--- src/rtl/wormhole_output_arbiter.sv ---
// Output-port scheduler: round-robin arbitration over 5 inputs with wormhole
// locking from HEAD to TAIL, gated by a downstream credit counter.
`timescale 1ns/1ps
module wormhole_output_arbiter #(
  parameter int CREDITS = 15,
  parameter int CNT_W   = 4,
  parameter int FLIT_W  = 16
) (
  input  logic                clk,
  input  logic                reset,
  input  logic [4:0]          valid_in,
  input  logic [5*FLIT_W-1:0] flit_in,
  input  logic                credit_inc,
  output logic [4:0]          pop,
  output logic [4:0]          grant,
  output logic                valid_out,
  output logic [FLIT_W-1:0]   data_out,
  output logic                output_available,
  output logic [CNT_W-1:0]    credits,
  output logic                err_proto
);

  localparam logic [0:0] IDLE   = 1'b0;
  localparam logic [0:0] ACTIVE = 1'b1;

  localparam logic [1:0] T_TAIL   = 2'b01;
  localparam logic [1:0] T_SINGLE = 2'b11;

  logic [0:0]        state;
  logic [2:0]        owner;
  logic [2:0]        rr_ptr;
  logic [1:0]        ftype [5];
  logic [FLIT_W-1:0] sel_flit;
  logic [2:0]        winner;
  logic [3:0]        idx;
  logic              found;
  logic              has_credit;
  logic              proto_bad;
  logic              xfer;

  function automatic logic [2:0] next_port(input logic [2:0] p);
    return (p == 3'd4) ? 3'd0 : p + 3'd1;
  endfunction

  assign has_credit = (credits != '0);
  assign xfer       = |pop;

  always_comb begin
    for (int unsigned i = 0; i < 5; i++)
      ftype[i] = flit_in[FLIT_W*i + FLIT_W-1 -: 2];
  end

  // Round-robin search starting at rr_ptr; bit 1 of the type marks HEAD/SINGLE.
  always_comb begin
    found  = 1'b0;
    winner = '0;
    idx    = '0;
    for (int unsigned k = 0; k < 5; k++) begin
      idx = {1'b0, rr_ptr} + 4'(k);
      if (idx >= 4'd5) idx = idx - 4'd5;
      if (!found && valid_in[idx[2:0]] && ftype[idx[2:0]][1]) begin
        found  = 1'b1;
        winner = idx[2:0];
      end
    end
  end

  always_comb begin
    pop       = '0;
    proto_bad = 1'b0;
    if (!reset) begin
      if (state == IDLE) begin
        for (int unsigned i = 0; i < 5; i++)
          if (valid_in[i] && !ftype[i][1]) proto_bad = 1'b1;
        if (has_credit && found) pop[winner] = 1'b1;
      end else begin
        if (valid_in[owner] && ftype[owner][1]) proto_bad = 1'b1;
        if (valid_in[owner] && has_credit) pop[owner] = 1'b1;
      end
    end
  end

  always_comb begin
    sel_flit = '0;
    for (int unsigned i = 0; i < 5; i++)
      if (pop[i]) sel_flit = flit_in[FLIT_W*i +: FLIT_W];
  end

  always_ff @(posedge clk or posedge reset) begin
    if (reset) begin
      state            <= IDLE;
      owner            <= '0;
      rr_ptr           <= '0;
      grant            <= '0;
      valid_out        <= 1'b0;
      data_out         <= '0;
      output_available <= 1'b1;
      credits          <= CNT_W'(CREDITS);
      err_proto        <= 1'b0;
    end else begin
      valid_out <= xfer;
      if (xfer) data_out <= sel_flit;
      if (proto_bad) err_proto <= 1'b1;

      if (xfer && !credit_inc) begin
        credits <= credits - 1'b1;
      end else if (credit_inc && !xfer) begin
        if (credits == CNT_W'(CREDITS)) err_proto <= 1'b1;
        else                            credits   <= credits + 1'b1;
      end

      if (state == IDLE) begin
        if (xfer) begin
          if (ftype[winner] == T_SINGLE) begin
            rr_ptr <= next_port(winner);
          end else begin
            state            <= ACTIVE;
            owner            <= winner;
            grant            <= 5'b00001 << winner;
            output_available <= 1'b0;
          end
        end
      end else if (xfer && ftype[owner] == T_TAIL) begin
        state            <= IDLE;
        grant            <= '0;
        output_available <= 1'b1;
        rr_ptr           <= next_port(owner);
      end
    end
  end

endmodule

--- config.mk ---
export PLATFORM = sky130hd
export DESIGN_NAME = wormhole_output_arbiter
export DESIGN_NICKNAME = d
export VERILOG_FILES = /design/src/rtl/wormhole_output_arbiter.sv
export SDC_FILE = /design/constraint.sdc
export NUM_CORES = 1
export LEC_CHECK = 0
export BUFFER_PORTS_ARGS = -buffer_cell sky130_fd_sc_hd__buf_4
export CAP_MARGIN = 0
export CORE_UTILIZATION = 45
export DETAILED_ROUTE_END_ITERATION = 12
export PLACE_DENSITY = 0.73
export SYNTH_ARGS = -nofsm -noshare
export SYNTH_HDL_FRONTEND = slang
export SYNTH_SLANG_ARGS = --single-unit
--- constraint.sdc ---
create_clock -name clk -period 6.8 [get_ports clk]
set_clock_uncertainty 0.15 [all_clocks]
set_input_delay 0.68 -clock clk [delete_from_list [all_inputs] [get_ports clk]]
set_output_delay 0.68 -clock clk [all_outputs]
set_load 0.02 [all_outputs]
# == Yosys cells after proc, flatten, opt, wreduce, memory -nomap -nowiden ==
# Index checks and enable logic that the tools add are counted.
# totals
ff_bits,35
output_inout_bits,33
wordCells,197
# op_classes
n_addsub,13
n_lt_le_gt_ge,21
n_eq_ne,8
shifts,1
n_mux,94
bitwise_logic,9
n_reduce_logical,42
# ops
cell,n
16-bit two-way mux,5
3-bit two-way mux,16
2-bit binary-select mux with 3-bit select,7
5-bit two-way mux,8
1-bit two-way mux,33
4-bit >= comparator (second input constant),7
3-bit by 4-bit < comparator with 1-bit output (second input constant),7
2-bit two-way mux,14
3-bit inverter with 4-bit output,7
1-bit logical AND,22
1-bit binary-select mux with 3-bit select,6
4-bit by 3-bit >= comparator with 1-bit output (second input constant),4
3-bit subtractor (second input constant),5
4-bit two-way mux,3
1-bit logical NOT,11
3-bit AND reduction,3
3-bit by 2-bit adder with 4-bit output (second input constant),2
3-bit by 1-bit adder with 3-bit output (second input constant),2
1-bit demux with 3-bit select,2
3-bit equality test (second input constant),2
3-bit by 1-bit >= comparator with 1-bit output (second input constant),2
2-bit nonzero test,3
5-bit OR reduction,1
1-bit by 3-bit left shift with 5-bit output (first input constant),1
13 further kinds,15

# == Longest topological paths before layout ==
# Gate-level depths: netlist (run 1).
# logic_depth
ltp_word,36
depth_mapped,24
mapped_depth_nobuf,23

# == Worst setup path after synthesis (run 1) ==
# Ideal clock, no wire load.
# synth_timing
kind,flip-flop to flip-flop
from,reg rr_ptr[0]
to,reg credits[2]
t_arrival_ns,4.844
slack_ns,1.721
path_stages_with_launch,25
path_buffers,1
path_cell_list,dfrtp_1 buf_6 inv_2 ha_1 inv_1 fa_1 o21ba_2 or3_1 o2111a_1 a211oi_2 o31ai_1 mux2_2 o21ai_2 o21ai_2 a31oi_4 inv_2 nor4_4 inv_2 ha_1 xor2_1 ha_1 a21oi_1 xor2_1 nor2_1 xor2_1
# synth_between
elab_chain_len,36
word_cells_on_any_way,89
# synth_lines
item,line,rtl
from (decl),31,logic [2:0] rr_ptr;
from (signal assigned),115,rr_ptr <= next_port(winner);
from (signal assigned),127,rr_ptr <= next_port(owner);
"parallel branches: the longest is 28 deep, another holds 3-bit by 1-bit adder with 4-bit output",n/a,
5-bit two-way mux (*),75,if (has_credit && found) pop[winner] = 1'b1;
5-bit two-way mux (*),72,if (state == IDLE) begin
5-bit two-way mux (*),71,if (!reset) begin
via pop[4],14,"output logic [4:0] pop,"
5-bit OR reduction (*),46,assign xfer = |pop;
via xfer,39,logic xfer;
1-bit logical NOT,107,end else if (credit_inc && !xfer) begin
1-bit logical AND,107,
2-bit nonzero test (no line),n/a,
2-bit AND reduction (no line),n/a,
to (signal assigned),98,credits <= CNT_W'(CREDITS);
to (signal assigned),106,credits <= credits - 1'b1;
to (signal assigned),109,else credits <= credits + 1'b1;
to (decl),19,"output logic [CNT_W-1:0] credits,"
# Mark *: on every way through the listed nets, which the timed path passes. The select of a mux whose other input is x is not followed.
# A chain may end at the register's enable or synchronous reset.

# == Final worst setup path (run 1) ==
# layout_timing
from,reg rr_ptr[1]
to,reg credits[2]
# layout_between
elab_chain_len,36
word_cells_on_any_way,89
# layout_lines
item,line
"parallel branches: the longest is 28 deep, another holds 3-bit by 1-bit adder with 4-bit output",n/a
5-bit two-way mux (*),75
5-bit two-way mux (*),72
5-bit two-way mux (*),71
5-bit OR reduction (*),46
via xfer,39
1-bit logical NOT,107
1-bit logical AND,107
2-bit nonzero test (no line),n/a
2-bit AND reduction (no line),n/a
# Marks and branches as above.

==> results by group, run 1 <==
Critical path
  • Critical path endpoint category: flop
  • CP startpoint kind: flop
  • Arr. time, crit path: 5.74 ns
  • Critical-path maximum fanout: 17
  • Required @ worst endpoint: 6.87 ns
  • Setup CP Type: reg2reg

Power and ir drop
  • Sequential power share: 15.1%
  • P per Cell Area: 643 nW/µm²
  • Int Pwr: 1.42 mW
  • Power, Total: 3.11 mW
  • Worst IR Drop VDD: 0.000305 V
  • Logic pwr share: 78.3%
  • Switching power: 1.69 mW
  • Clock Power Share: 6.6%
  • Leakage: 2.24 nW
  • Switch share: 54.3%

Yosys
  • Cells after Synth: 452
  • Primary FF master, synth: dfrtp_1
  • Mapped Nets: 560
  • Ranking of synthesized cells by area: dfrtp_1 20%, ha_1 6.3%, nor2_1 4.5%
  • Syn Area/Cell: 8.41 µm²
  • Ys Warns: 0
  • Cell with the most instances after synthesis: nor2_1
  • Post-Synthesis Cell Area: 3800 µm²
  • Yosys reg bits: 35
  • Post-synth top area share: 19.8%
  • Seq/Total Area, Yosys: 23.2%
  • Most common library cells after synthesis: 46 x nor2_1, 39 x nand2_1, 30 x dfrtp_1
  • Post-synth ARST share: 100%
  • Cell taking the most area after synthesis: dfrtp_1
  • Count of cell types in the netlist: 82
  • EDFF count, synth: 0

Run status
  • Status: complete, no violations

Routing
  • DR iter-0 viols: 327
  • DRC viols: 0
  • Routed len/inst: 19.4 µm
  • Drt pass-1 iters: 5
  • Final WL: 12900 µm
  • Antenna Nets Post-Route: 0
  • Vias post-DR: 4160
  • DR vias/cell: 6.27

CTS
  • CTS tree: done
  • Post-CTS sizing: 0
  • Clk buf depth: 2
  • Worst skew pair latency: 0.30 ns
  • Clk pin slew, worst setup/hold paths: 0.09 ns
  • Post-CTS setup buffers: 0
  • Htree depth: 2
  • Clock Tree Root: clkbuf_8
  • Cts hold-fix bufs: 0
  • Num Clock Sinks: 35
  • TritonCTS Buffers: 5

Finish
  • Ant. Diodes: 0
  • Layout cells sized above 1: 33.3%
  • Synthesis-to-finish area growth: 27.5%
  • Fill cells: 728
  • NumNets Final: 666

Timing
  • Slew @ Worst Pin: 0.810 ns
  • Max Clock Freq: 176 MHz
  • Setup TNS: 0 ns
  • Hold Fails Final Rpt: 0
  • Fin crit period: 5.67 ns
  • Final period util: 83.3%
  • Max-slew headroom: 46.0%
  • Final Max Tran Viols: 0
  • RSZ-0062 raised after global routing: false
  • Setup Viol. Count Final: 0

Global routing
  • GRT overflow: 0
  • Initial antenna violation count: 0
  • GR Util All Layers: 30.1%
  • Largest net degree at the start of global routing: 36
  • Vias in the first global route: 3982
  • First-pass GRT wire length: 20500 µm

Floorplanning
  • Die width: 93.9 µm
  • Core box area: 8180 µm²
  • Die height: 93.9 µm
  • DIE AREA: 8820 µm²
  • Row count: 33
  • Starting Density: 46.5%
  • Io pins: 121

Hold path
  • Hold Path Class: reg2reg

Placement
  • DP HPWL: 9780 µm
  • Final Wtd Congestion: 1.01
  • PortBufs: 120

Job
  • Max_cap viols: 0
cells in the final DEF, fill, tap and decap left out, types with 11 or more instances in the layout:
cell	n
a21oi_1	18
o31ai_1	19
nand2_1	39
ha_1	19
nand3_1	14
dfrtp_1	30
o22ai_1	20
o21ai_0	15
nor2_1	46
buf_4	128
a221oi_2	11
inv_1	22
per-layer routing:
metal | global-route usage, % | share of wire (%) | vias up
li1 | - | - | 1936
met1 | 39.4 | 41 | 1962
met2 | 47.7 | 47 | 235
met3 | 7.69 | 8.9 | 27
met4 | 10.9 | 2.2 | 0
met5 | 0 | 0 | -
flip-flops by register name, summed over array words and instances (netlist names):
signal,count
data_out,16
owner,3
rr_ptr,3
state,1
grant,5
err_proto,1
credits,4
output_available,1
valid_out,1
logic make-up (layout without fill, tap and decap cells):
logic type                 after synthesis  count (layout)  synth area share [%]
and+or+nand+nor                        158             158                  21.7
muxes                                   15              15                  4.48
buffers and inverters                   55             162                  6.85
DFF                                     35              35                  23.2
adders and majority gates               20              20                  6.78
xor gates and xnor gates                 9               9                  2.07
AOI/OAI and AO/OA                      160             160                  34.9
metrics by stage:
step / instance area [µm²] / worst slack (ns) / cells / hold WS [ns] / util (%)
after detailed placement: 4730 / 1.19 / 656 / 0.314 / 57.9
after CTS: 4840 / 1.17 / 664 / 0.330 / 59.3
final: 4840 / 1.13 / 664 / 0.328 / 59.3
after floorplan: 3800 / 1.72 / 452 / 0.344 / -
after global routing: 4840 / 0.611 / 664 / 0.340 / 59.3
after global placement: 4730 / 1.41 / 656 / 0.310 / 57.9
power by group through the flow:
stage / registers, mW / clock network, mW / logic [mW]
4_1_cts: 0.468 / 0.211 / 2.40
6_report: 0.471 / 0.205 / 2.44
2_1_floorplan: 0.489 / 0 / 1.78
3_3_place_gp: 0.464 / 0 / 2.37
5_1_grt: 0.487 / 0.214 / 2.67
3_5_place_dp: 0.470 / 0 / 2.40
layout make-up:
type	instances	area [µm²]	share of cell area, %
Sequential cell	35	882	18.2
Tap cell	105	131	2.71
Multi-Input combinational cell	362	2660	54.9
Inverter	26	97.6	2.01
Clock inverter	3	46.3	0.956
Timing Repair Buffer	128	961	19.8
Clock buffer	5	68.8	1.42
path summary, 6_finish.rpt:
check | startpoint | endpoint | slack (ns) | cells past startpoint
hold / removal | output_available | output_available | 0.33 | 2
max in group asynchronous | reset | output_available | 5.70 | 3
min in group asynchronous | reset | data_out[10] | 0.44 | 3
setup reg to reg | rr_ptr[1] | credits[2] | 1.13 | 21
setup / recovery | rr_ptr[1] | credits[2] | 1.13 | 21
hold reg to reg | output_available | output_available | 0.33 | 2
critical path: stages, from the launching register on:
cell,delay [ns]
dfrtp_1,0.71
inv_1,0.25
ha_1,0.28
ha_1,0.43
nor2b_1,0.19
a22o_1,0.24
o2111a_1,0.27
o211ai_2,0.25
nor3b_1,0.47
nand3_1,0.20
a31oi_4,0.20
buf_4,0.26
inv_2,0.09
nor4_4,0.30
inv_2,0.10
ha_1,0.27
xor2_1,0.17
ha_1,0.19
a21oi_1,0.16
xor2_1,0.08
nor2_1,0.13
xor2_1,0.18
Note: power is estimated with default switching activity, not from simulation.
==> run 2, diff against run 1 <==
clock period = 5.43 ns   (was 6.8 ns; I/O delays follow)
==> run 2 against run 1 <==
Net effect:
- first-iteration DRC count fell by 13%
- highest routed layer unchanged
- largest cell class unchanged
- routed wire length fell by 1.7%
- sequential power rose by 22%
- sequential share of layout area fell by 0.19 points
==> results by group, run 2 (synthesis results as in run 1) <==
Finish
  • Layout cells sized above 1: 34.5%
  • Ant. Diodes: 0
  • Commonest cells after routing, fill and taps aside: 132 x buf_4, 46 x nor2_1, 39 x nand2_1
  • Register Area: 882 µm²
  • Most common cell after layout, fill and taps aside: buf_4
  • NumNets Final: 670
  • Multi-input gate area in the final layout: 2680 µm²
  • Utilization after layout: 59.9%
  • Synthesis-to-finish area growth: 28.8%
  • Non-filler instance count after layout: 668
  • Fill cells: 761
  • Largest regs: data_out x16, grant x5, credits x4
  • Top reg by flops: data_out
  • Max FFs per register: 16

Floorplanning
  • Core box area: 8180 µm²
  • Starting Density: 46.5%
  • Row count: 33
  • DIE AREA: 8820 µm²
  • Die height: 93.9 µm
  • Die width: 93.9 µm
  • Io pins: 121

Critical path
  • Max incr delay on CP: 0.53 ns
  • Worst R2R Path Depth: 23
  • Critical path endpoint category: flop
  • Crit-path cells: inv_2, ha_1, inv_1, fa_2, o21ba_2, or3_1, o2111a_1, a211oi_4, o31ai_1, mux2_2, o21ai_2, o21ai_2, a31oi_4, inv_2, nor4_4, inv_2, ha_1, xor2_1, ha_1, a21oi_1, xor2_1, nor2_1, xor2_1
  • Highest-delay cell along the critical path: fa_2
  • Critical-path maximum fanout: 10
  • Arr. time, crit path: 5.22 ns
  • Reg2reg start: rr_ptr[0]
  • Setup CP Type: reg2reg
  • Required @ worst endpoint: 5.51 ns
  • CP startpoint kind: flop
  • Crit path from: rr_ptr[0]

Routing
  • Vias post-DR: 4210
  • DRC viols: 0
  • Final WL: 12700 µm
  • Drt pass-1 iters: 6
  • Routed len/inst: 18.9 µm
  • DR iter-0 viols: 285
  • Antenna Nets Post-Route: 0
  • DR vias/cell: 6.30

Global routing
  • Largest net degree at the start of global routing: 36
  • GRT overflow: 0
  • Vias in the first global route: 4092
  • Initial antenna violation count: 0
  • First-pass GRT wire length: 20200 µm
  • GR Util All Layers: 29.5%

Placement
  • PortBufs: 120
  • Final Wtd Congestion: 0.973
  • DP HPWL: 9710 µm
  • DP Worst Slack: 0.282 ns
  • Cells after DPL: 660

Power and ir drop
  • Power, Total: 4.01 mW
  • P per Cell Area: 818 nW/µm²
  • Worst IR Drop VDD: 0.000363 V
  • Leakage: 2.27 nW

CTS
  • TritonCTS Buffers: 5
  • Post-CTS setup buffers: 0
  • Cts hold-fix bufs: 0
  • Clk buf depth: 2
  • Htree depth: 2
  • Num Clock Sinks: 35
  • Clk pin slew, worst setup/hold paths: 0.09 ns
  • Clock Tree Root: clkbuf_8
  • CTS tree: done
  • Worst skew pair latency: 0.30 ns

Timing
  • Final Max Tran Viols: 0
  • Fin crit period: 5.14 ns
  • Hold_ws: 0.281 ns
  • Max-slew headroom: 48.8%
  • Final period util: 94.7%
  • Setup Viol. Count Final: 0
  • Setup ws final: 0.288 ns
  • Max Clock Freq: 194 MHz
  • Slew @ Worst Pin: 0.761 ns
  • Hold Fails Final Rpt: 0

Run status
  • Status: complete, no violations

Job
  • Max_cap viols: 0

Hold path
  • Hold Path Class: in2async
-- run 2: critical path: cells and delay by family (launching register included) --
family	cells	cell delay [ns]
AOI/OAI and AO/OA	8	1.40
xor gates and xnor gates	3	0.48
adders and majority gates	4	1.19
buffers and inverters	4	0.42
DFF	1	0.40
muxes	1	0.33
and+or+nand+nor	3	0.70
-- run 2: what timing repair did --
action	in CTS	in global routing
endpoints found under the setup margin	0	3
resized for setup	0	5
hold endpoints to repair	0	0
-- run 2: report_power, final --
group / internal [mW] / total (mW) / switching [mW]
clock network: 0.139 / 0.257 / 0.119
logic: 1.28 / 3.18 / 1.89
registers: 0.412 / 0.574 / 0.163
total: 1.83 / 4.01 / 2.17
-- run 2: routing by layer --
metal | share of wire [%] | track usage [%] | up-vias
met1 | 41 | 37.2 | 1989
met3 | 9.0 | 7.12 | 38
met5 | 0 | 0 | -
met2 | 47 | 48.7 | 247
met4 | 2.9 | 10.6 | 0
li1 | - | - | 1936
-- run 2: final timing paths --
kind / to / slack (ns)
max in group asynchronous: credits[3] / 4.50
worst max register to register: credits[2] / 0.29
worst min register to register: output_available / 0.33
min in group clk: output_available / 0.33
worst max-delay path: credits[2] / 0.29
worst min-delay path: data_out[10] / 0.28
-- run 2: layout make-up --
cell class | instances | area share (%)
Tap cell | 105 | 2.68
Clock inverter | 3 | 0.946
Multi-Input combinational cell | 362 | 54.7
Clock buffer | 5 | 1.41
Inverter | 26 | 1.99
Timing Repair Buffer | 132 | 20.2
Sequential cell | 35 | 18.0
-- run 2: stage by stage --
step                setup TNS, ns  cell area, µm²
finish                          0            4900
global route              -0.0100            4900
CTS                             0            4870
detailed placement              0            4760
global placement                0            4760
floorplan                       0            3800
==> run 3, diff against run 2 <==
PLACE_DENSITY = default   (was 0.73)
PLACE_DENSITY_LB_ADDON = 0.05   (was default)
==> run 3 against run 2 <==
Net effect:
- setup slack improved by 0.0069 ns
- clock power shrank 2%
- maximum frequency is 0.13% higher
- final area up 0.31%
- die area stayed put
- critical path depth is 10 lower
- combinational power shrank 2%
- routed wire length is 4.1% lower
- hold slack worse by 0.035 ns
- first-iteration DRC count increased by 1.4%
- highest routed layer unchanged
==> results by group, run 3 (synthesis results as in run 1) <==
CTS
  • TritonCTS Buffers: 5
  • Cts hold-fix bufs: 0
  • Clock Tree Root: clkbuf_8
  • Post-CTS sizing: 0
  • CTS tree: done
  • Clk buf depth: 2
  • Post-CTS setup buffers: 0
  • Num Clock Sinks: 35
  • Worst skew pair latency: 0.30 ns
  • Htree depth: 2
  • Clk pin slew, worst setup/hold paths: 0.09 ns

Timing
  • RSZ-0062 raised after global routing: false
  • Final Max Tran Viols: 0
  • Setup Viol. Count Final: 0
  • Max Clock Freq: 195 MHz
  • Slew @ Worst Pin: 0.846 ns
  • Max-slew headroom: 43.1%
  • Setup TNS: 0 ns
  • Hold Fails Final Rpt: 0
  • Fin crit period: 5.14 ns
  • Final period util: 94.6%

Power and ir drop
  • P per Cell Area: 803 nW/µm²
  • Worst IR Drop VDD: 0.000322 V
  • Leakage: 2.29 nW
  • Power, Total: 3.95 mW

Routing
  • Final WL: 12100 µm
  • Uppermost layer routed: met4
  • DR vias/cell: 5.97
  • Wire length on met2: 5700 µm
  • Met3 wire len: 808 µm
  • Routed len/inst: 18.1 µm
  • Vias post-DR: 4011
  • Drt pass-1 iters: 5
  • Antenna Nets Post-Route: 0
  • DR iter-0 viols: 289
  • DRC viols: 0
  • Met1 Wirelength: 5390 µm

Run status
  • Status: complete, no violations

Critical path
  • Critical path endpoint category: output pin
  • Crit-path leading delay family: compound AO/OA/AOI/OAI gates
  • Required @ worst endpoint: 4.74 ns
  • Crit-path cells: inv_1, buf_4, ha_1, a221oi_2, mux2_1, nor2_1, o31a_1, nor2_1, a211oi_1, o211ai_1, nor3_2, a22o_2, buf_4
  • CP startpoint kind: flop
  • Max incr delay on CP: 0.57 ns
  • Reg2reg start: rr_ptr[1]
  • Highest-delay cell along the critical path: dfrtp_1
  • Setup CP Type: reg2out
  • Worst R2R Path Depth: 22
  • Worst r2r dst: credits[2]
  • CP Buf/Inv Count: 3
  • Arr. time, crit path: 4.44 ns
  • R2r setup slk: 0.37 ns
  • Critical-path maximum fanout: 10

Global routing
  • Initial antenna violation count: 0
  • GR Util All Layers: 28.7%
  • GRT overflow: 0
  • Largest net degree at the start of global routing: 37
  • Vias in the first global route: 3869
  • First-pass GRT wire length: 19700 µm

Hold path
  • Hold Path Class: in2async

Job
  • Max_cap viols: 0

Placement
  • DP HPWL: 9410 µm
  • PortBufs: 120
  • Final Wtd Congestion: 0.992

Finish
  • Max FFs per register: 16
  • Top reg by flops: data_out
  • Commonest cells after routing, fill and taps aside: 136 x buf_4, 46 x nor2_1, 39 x nand2_1
  • Synthesis-to-finish area growth: 29.2%
  • Most common cell after layout, fill and taps aside: buf_4
  • NumNets Final: 674
  • Largest regs: data_out x16, grant x5, credits x4
  • Ant. Diodes: 0
  • Layout cells sized above 1: 34.7%

Floorplanning
  • Io pins: 121
  • Core box area: 8180 µm²
  • DIE AREA: 8820 µm²
  • Row count: 33
  • Starting Density: 46.5%
  • Die width: 93.9 µm
  • Die height: 93.9 µm
==> run 3: changes by cell type in the layout (fill, tap and decap cells not counted) <==
cell / delta
dfrtp_1: -1
dfrtp_2: +1
buf_4: +4
nor3b_1: +1
nor3b_2: -1
clkinv_4: +1
clkinvlp_4: -1
a211oi_4: -1
a211oi_1: +1
==> run 3: worst register-to-register path: cells and delay by family (launching register included) <==
family          cells  cell delay, ns
buf+inv             3            0.25
xor+xnor            3            0.44
simple gates        3            0.70
compound gates      8            1.41
fa+ha+maj           4            1.16
mux                 1            0.31
flops               1            0.57
==> run 3: stage by stage <==
step	area (µm²)	setup WS [ns]	hold WS [ns]	instances	utilization, %
6_report	4910	0.295	0.246	672	60.1
2_1_floorplan	3800	0.351	0.344	452	-
5_1_grt	4910	0.0487	0.312	672	60.1
3_3_place_gp	4790	0.432	0.306	664	58.6
4_1_cts	4910	0.0998	0.273	672	60.0
3_5_place_dp	4790	0.368	0.309	664	58.6
==> run 3: final cells by class <==
class	instances	area [µm²]
Fill cell	758	3260
Multi-Input combinational cell	362	2660
Timing Repair Buffer	136	1020
Sequential cell	35	883
Tap cell	105	131
Inverter	26	97.6
Clock buffer	5	68.8
Clock inverter	3	47.5
==> run 3: metal layers <==
| metal | global-route usage (%) | vias to the layer above |
|---|---|---|
| li1 | - | 1947 |
| met1 | 37.6 | 1893 |
| met4 | 7.31 | 0 |
| met5 | 0 | - |
| met2 | 47.7 | 155 |
| met3 | 5.99 | 16 |
==> run 3: power by group <==
group | total (mW) | switching, mW | internal [mW]
registers | 0.575 | 0.163 | 0.412
logic | 3.12 | 1.83 | 1.29
clock network | 0.251 | 0.112 | 0.139
total | 3.95 | 2.10 | 1.84
==> run 3: worst max path at each step <==
stage               from    endpoint  slack [ns]  cells after the start
3_3_place_gp   rr_ptr[1]  credits[2]        0.43                     20
3_5_place_dp   rr_ptr[0]  credits[2]        0.37                     23
5_1_grt        rr_ptr[1]  credits[2]        0.05                     20
6_report       rr_ptr[1]      pop[0]        0.29                     13
4_1_cts        rr_ptr[1]      pop[0]         0.1                     13
2_1_floorplan  rr_ptr[0]  credits[2]        0.35                     24
